--- config.mk ---
export PLATFORM = sky130hd
export DESIGN_NAME = cache_req_arbiter
export DESIGN_NICKNAME = d
export VERILOG_FILES = /design/src/rtl/cache_req_arbiter.sv
export SDC_FILE = /design/constraint.sdc
export NUM_CORES = 1
export LEC_CHECK = 0
export ABC_AREA = 0
export CORE_ASPECT_RATIO = 0.8
export CORE_MARGIN = 1
export CORE_UTILIZATION = 24
export CTS_BUF_LIST = sky130_fd_sc_hd__clkbuf_2
export DETAILED_ROUTE_END_ITERATION = 10
export GPL_TIMING_DRIVEN = 0
export PLACE_DENSITY = 0.49
export SYNTH_ARGS = -nofsm -noshare
export SYNTH_HDL_FRONTEND = slang
export SYNTH_SLANG_ARGS = --single-unit
--- constraint.sdc ---
create_clock -name clk -period 2.3 [get_ports clk]
set_input_delay 0.46 -clock clk [delete_from_list [all_inputs] [get_ports clk]]
set_output_delay 0.46 -clock clk [all_outputs]
set_load 0.005 [all_outputs]
--- src/rtl/cache_req_arbiter.sv ---
// Two-port + flush request arbiter in front of a single-issue cache.
// Ports:
//   clk, reset          : clock, async active-low reset
//   pN_valid/ready      : request handshake, ready is combinational
//   pN_req_type/addr/.. : request fields (0=read, 1=write)
//   pN_done/pN_rdata    : completion pulse and held read data
//   flush_in/flush_ack  : flush level request and completion pulse
//   c_*                 : registered cache request side, c_src_ready
//                         acts as accept (ISSUE) and done (WAIT)
module cache_req_arbiter (
    input  logic        clk,
    input  logic        reset,
    input  logic        p0_valid,
    output logic        p0_ready,
    input  logic        p0_req_type,
    input  logic [31:0] p0_addr,
    input  logic [31:0] p0_wdata,
    output logic        p0_done,
    output logic [31:0] p0_rdata,
    input  logic        p1_valid,
    output logic        p1_ready,
    input  logic        p1_req_type,
    input  logic [31:0] p1_addr,
    input  logic [31:0] p1_wdata,
    output logic        p1_done,
    output logic [31:0] p1_rdata,
    input  logic        flush_in,
    output logic        flush_ack,
    output logic        c_src_valid,
    input  logic        c_src_ready,
    output logic        c_cpu_req,
    output logic        c_flush_req,
    output logic        c_req_type,
    output logic [31:0] c_cpu_addr,
    output logic [31:0] c_cpu_wdata,
    input  logic [31:0] c_cpu_rdata
);

    typedef enum logic [1:0] {IDLE, ISSUE, WAIT} state_t;
    typedef enum logic [1:0] {SRC_P0, SRC_P1, SRC_FL} src_t;

    state_t      state_q;
    src_t        src_q;
    logic        last_q;
    logic        valid_q;
    logic        cpu_req_q;
    logic        flush_req_q;
    logic        type_q;
    logic [31:0] addr_q;
    logic [31:0] wdata_q;
    logic [31:0] rdata0_q;
    logic [31:0] rdata1_q;
    logic        done0_q;
    logic        done1_q;
    logic        fack_q;

    logic        idle_d;
    logic        fl_gnt_d;
    logic        p0_gnt_d;
    logic        p1_gnt_d;

    // flush_in is still high in the cycle its ack is presented, so it is
    // masked then to avoid granting the same flush twice.
    assign idle_d   = (state_q == IDLE);
    assign fl_gnt_d = idle_d & flush_in & ~fack_q;
    // last_q=1 means p1 was granted last, so p0 wins a tie.
    assign p0_gnt_d = idle_d & ~fl_gnt_d & p0_valid & (~p1_valid | last_q);
    assign p1_gnt_d = idle_d & ~fl_gnt_d & p1_valid & (~p0_valid | ~last_q);

    assign p0_ready    = p0_gnt_d;
    assign p1_ready    = p1_gnt_d;
    assign p0_done     = done0_q;
    assign p1_done     = done1_q;
    assign flush_ack   = fack_q;
    assign p0_rdata    = rdata0_q;
    assign p1_rdata    = rdata1_q;
    assign c_src_valid = valid_q;
    assign c_cpu_req   = cpu_req_q;
    assign c_flush_req = flush_req_q;
    assign c_req_type  = type_q;
    assign c_cpu_addr  = addr_q;
    assign c_cpu_wdata = wdata_q;

    always_ff @(posedge clk or negedge reset) begin
        if (!reset) begin
            state_q     <= IDLE;
            src_q       <= SRC_P0;
            last_q      <= 1'b1;
            valid_q     <= 1'b0;
            cpu_req_q   <= 1'b0;
            flush_req_q <= 1'b0;
            type_q      <= 1'b0;
            addr_q      <= '0;
            wdata_q     <= '0;
            rdata0_q    <= '0;
            rdata1_q    <= '0;
            done0_q     <= 1'b0;
            done1_q     <= 1'b0;
            fack_q      <= 1'b0;
        end else begin
            done0_q <= 1'b0;
            done1_q <= 1'b0;
            fack_q  <= 1'b0;
            unique case (state_q)
                IDLE: begin
                    if (fl_gnt_d) begin
                        src_q       <= SRC_FL;
                        valid_q     <= 1'b1;
                        flush_req_q <= 1'b1;
                        state_q     <= ISSUE;
                    end else if (p0_gnt_d) begin
                        src_q     <= SRC_P0;
                        last_q    <= 1'b0;
                        type_q    <= p0_req_type;
                        addr_q    <= p0_addr;
                        wdata_q   <= p0_wdata;
                        valid_q   <= 1'b1;
                        cpu_req_q <= 1'b1;
                        state_q   <= ISSUE;
                    end else if (p1_gnt_d) begin
                        src_q     <= SRC_P1;
                        last_q    <= 1'b1;
                        type_q    <= p1_req_type;
                        addr_q    <= p1_addr;
                        wdata_q   <= p1_wdata;
                        valid_q   <= 1'b1;
                        cpu_req_q <= 1'b1;
                        state_q   <= ISSUE;
                    end
                end
                ISSUE: begin
                    if (valid_q && c_src_ready) begin
                        valid_q     <= 1'b0;
                        cpu_req_q   <= 1'b0;
                        flush_req_q <= 1'b0;
                        state_q     <= WAIT;
                    end
                end
                WAIT: begin
                    if (c_src_ready) begin
                        state_q <= IDLE;
                        unique case (src_q)
                            SRC_P0: begin
                                done0_q <= 1'b1;
                                if (!type_q) rdata0_q <= c_cpu_rdata;
                            end
                            SRC_P1: begin
                                done1_q <= 1'b1;
                                if (!type_q) rdata1_q <= c_cpu_rdata;
                            end
                            default: fack_q <= 1'b1;
                        endcase
                    end
                end
                default: state_q <= IDLE;
            endcase
        end
    end

endmodule

==> flow_metrics.py <==
metrics = {
    "sta": {
        "setup_viol": 1,
        "hold_viol_final": 0,
        "rsz0062_at_grt": "true",
        "clock-skew-final_ns": 0.03357,
        "finalCriticalPeriod_ns": 2.352,
        "post-route-period-util_pct": 102.3,
        "relSlewSlack_pct": 57.72,
        "slew_viol_final": 0,
        "setup_tns_ns": -0.05224,
        "max_freq_mhz": 425.1,
        "max_slew.worst_pin.slew_ns": 0.6342,
        "worst_slack_ns": -0.05224,
    },
    "routing": {
        "drc": 0,
        "drt_iter0_drc": 232,
        "ant_nets": 0,
        "wl_per_cell_um": 19.14,
        "dr.pass1.iters": 4,
        "vias": 5069,
        "vias_per_cell": 4.659,
        "detail_route.wirelength_um": 20820,
    },
    "cells_and_area": {
        "seq_area_um2": 3507,
        "diodes": 0,
        "synthToLayoutAreaGrowth_pct": 63.69,
        "utilization_pct": 40.42,
        "multi_input_area_um2": 2366,
        "final_layout_size_suffix_gt1_share_pct": 22.21,
        "final_nets": 925,
        "fillerInstances": 2333,
    },
    "worst_setup_path": {
        "crit_fanout": 10,
        "cp.arrival_ns": 1.89,
        "slowest_delay_ns": 0.61,
        "cp-end-kind": "output pin",
        "crit_required_ns": 1.84,
        "r2r.worst_path.cells": 7,
        "cp_slowest_cell": "clkdlybuf4s50_1",
        "critPathKind": "in2out",
        "crit_family": "buffers and inverters",
        "cp_common_cell": "buf_2",
        "crit_path_cell_trace": "clkdlybuf4s50_1 -> clkinvlp_4 -> buf_2 -> nor4_2 -> buf_2",
        "worstReg2RegEnd": "c_cpu_addr[22]",
        "worst-path-stages": 5,
        "reg2reg_from": "last_q",
        "startpoint_type": "input port",
        "crit_buf_inv": 4,
        "r2r_slack_ns": 0.21,
    },
    "power": {
        "p_sw_mw": 3.412,
        "vdd_drop_max_uv": 375.8,
        "p_clk_share_pct": 14.4,
        "p_leak_nw": 4.196,
        "seqPwrFrac_pct": 38.2,
        "p_int_mw": 7.020,
        "swShare_pct": 32.71,
        "p_comb_share_pct": 47.4,
        "p_per_area_nw_per_um2": 1048,
    },
    "min_path": {
        "hold_class": "in2async",
    },
    "clocking": {
        "clkLatencyLatePin_ns": 0.69,
        "cts_tree": "done",
        "cts_max_level": 4,
        "numCtsBuffers": 17,
        "clk_pin_slew_ns": 0.26,
        "clock_sinks": 140,
        "cts_root_buf": "clkbuf_2",
        "cts.path.max_buffers": 2,
    },
    "global_routing": {
        "grt_pass1_wl_um": 31830,
        "grt_pass1_vias": 5441,
        "grt_overflow_total": 0,
        "grt_antenna_before_repair": 0,
        "grtUsageTotal_pct": 16.09,
        "grt_max_degree": 77,
    },
    "status": {
        "status": "finished, violations left",
        "violations": "negative setup slack",
    },
    "floorplan": {
        "die-area_um2": 25990,
        "die_h_um": 144.4,
        "ioPinCount": 305,
        "start_util_pct": 24.69,
        "die_w_um": 180.0,
        "core_um2": 24630,
        "num_rows": 51,
    },
    "place": {
        "gp_congestion": 0.7937,
        "io_buffers": 304,
        "pre_cts_slack_ns": -0.9632,
        "dp_hpwl_um": 15400,
    },
    "yosys": {
        "synthesis.nets": 587,
        "syn_area_um2": 6082,
        "syn_area_per_cell_um2": 14.52,
        "synth.distinct_cells": 34,
        "seq_area_frac_synth_pct": 57.62,
        "yosysWarnings": 0,
        "netlist_instances": 419,
        "ys_seq_elements": 140,
    },
    "job": {
        "cap_violations": 0,
    },
}
power by group through the flow:
stage	sequential (mW)	clock, mW	combinational (mW)
6_report	3.99	1.50	4.94
5_1_grt	4.12	1.70	5.29
4_1_cts	4.02	1.60	4.88
3_5_place_dp	4.03	0	4.81
3_3_place_gp	4.02	0	4.76
2_1_floorplan	4.05	0	1.93
registers in the layout, summed over array words and instances (netlist names), 2 cells and up:
register     cells
src_q            2
c_cpu_addr      32
state_q          2
c_cpu_wdata     32
p1_rdata        32
p0_rdata        32
cells in the final DEF, fill, tap and decap left out, drive strengths merged, types with 6 or more instances in the layout:
cell | Yosys | routed
clkbuf | 19 | 34
mux2 | 64 | 64
buf | 26 | 45
nor2 | 6 | 6
inv | 2 | 11
dfrtp | 139 | 139
clkdlybuf4s50 | 0 | 298
a2bb2oi | 66 | 66
o32ai | 65 | 65
cell usage after synthesis (all sizes together):
master   instances  area (um^2)
a21bo            1        10.01
a21o             2        15.01
a21oi            3        15.01
a2bb2oi         66        690.7
a31oi            3        18.77
and2             1        6.260
and4bb           1        12.51
buf             26        167.7
clkbuf          19        71.32
dfrtp          139         3478
dfstp            1        26.28
inv              2        7.510
mux2            64        833.3
nand2            2        7.510
nand2b           2        12.51
nand3b           2        15.01
nand4b           1        8.760
nand4bb          1        11.26
nor2             6        22.52
nor2b            2        12.51
nor3             2        21.27
nor4             1        6.260
o21ai            3        15.01
o22ai            1        6.260
o31a             1        8.760
o32ai           65        569.3
or2              1        6.260
or3              1        6.260
worst register-to-register path, stage by stage (launching register included):
cell and delay [ns]:
dfstp_2 0.63, a21bo_4 0.16, buf_4 0.13, buf_4 0.10
buf_4 0.24, clkbuf_1 0.42, o32ai_1 0.17, a2bb2oi_1 0.19
repair_timing:
action | 4_1_cts | 5_1_grt
hold buffers | 1 | 0
setup endpoints to repair | 3 | 10
setup buffers | 7 | 13
resized for setup | 25 | 7
cloned | 0 | 0
endpoints found under the hold margin | 64 | 0
pin swaps | 2 | 4
stage by stage:
step	power (mW)	area [um^2]	instances	hold WS, ns
after floorplan	5.984	6082	419	0.1644
after global placement	8.781	9523	1041	0.4689
after detailed placement	8.837	9552	1042	0.4776
after CTS	10.50	9864	1077	0.1892
after global routing	11.10	9956	1088	0.1832
final	10.43	9956	1088	0.2663
worst max-delay path by stage:
stage / startpoint / to / slack [ns]
after floorplan: p0_valid / p0_ready / 0.62
final: p0_valid / p0_ready / -0.05
after global routing: p0_valid / p0_ready / -0.10
after detailed placement: p1_valid / p0_ready / -0.96
after CTS: last_q / p0_ready / -0.1
after global placement: reset / c_cpu_addr[10] / -4.97
kinds of logic after synthesis:
kind of cell	count (synthesis)	share of synthesized area [%]
flip-flops	140	57.62
AND/OR/NAND/NOR	23	2.448
multiplexers	64	13.70
AO/OA/AOI/OAI	145	22.18
buffers and inverters	47	4.053
final cells by class:
class / instances / area share [%]
Tap cell: 318 / 3.996
Buffer: 38 / 2.099
Timing Repair Buffer: 326 / 32.44
Sequential cell: 140 / 35.23
Inverter: 2 / 0.1131
Clock buffer: 17 / 0.8546
Multi-Input combinational cell: 232 / 23.77
Clock inverter: 15 / 1.508
routing by layer:
| layer | wire [um] | track usage [%] |
|---|---|---|
| met4 | 346 | 4.900 |
| met3 | 1193 | 4.457 |
| met1 | 9252 | 20.55 |
| met5 | 0 | 0 |
| met2 | 10030 | 26.56 |
Power figures use the tool's default switching activity.
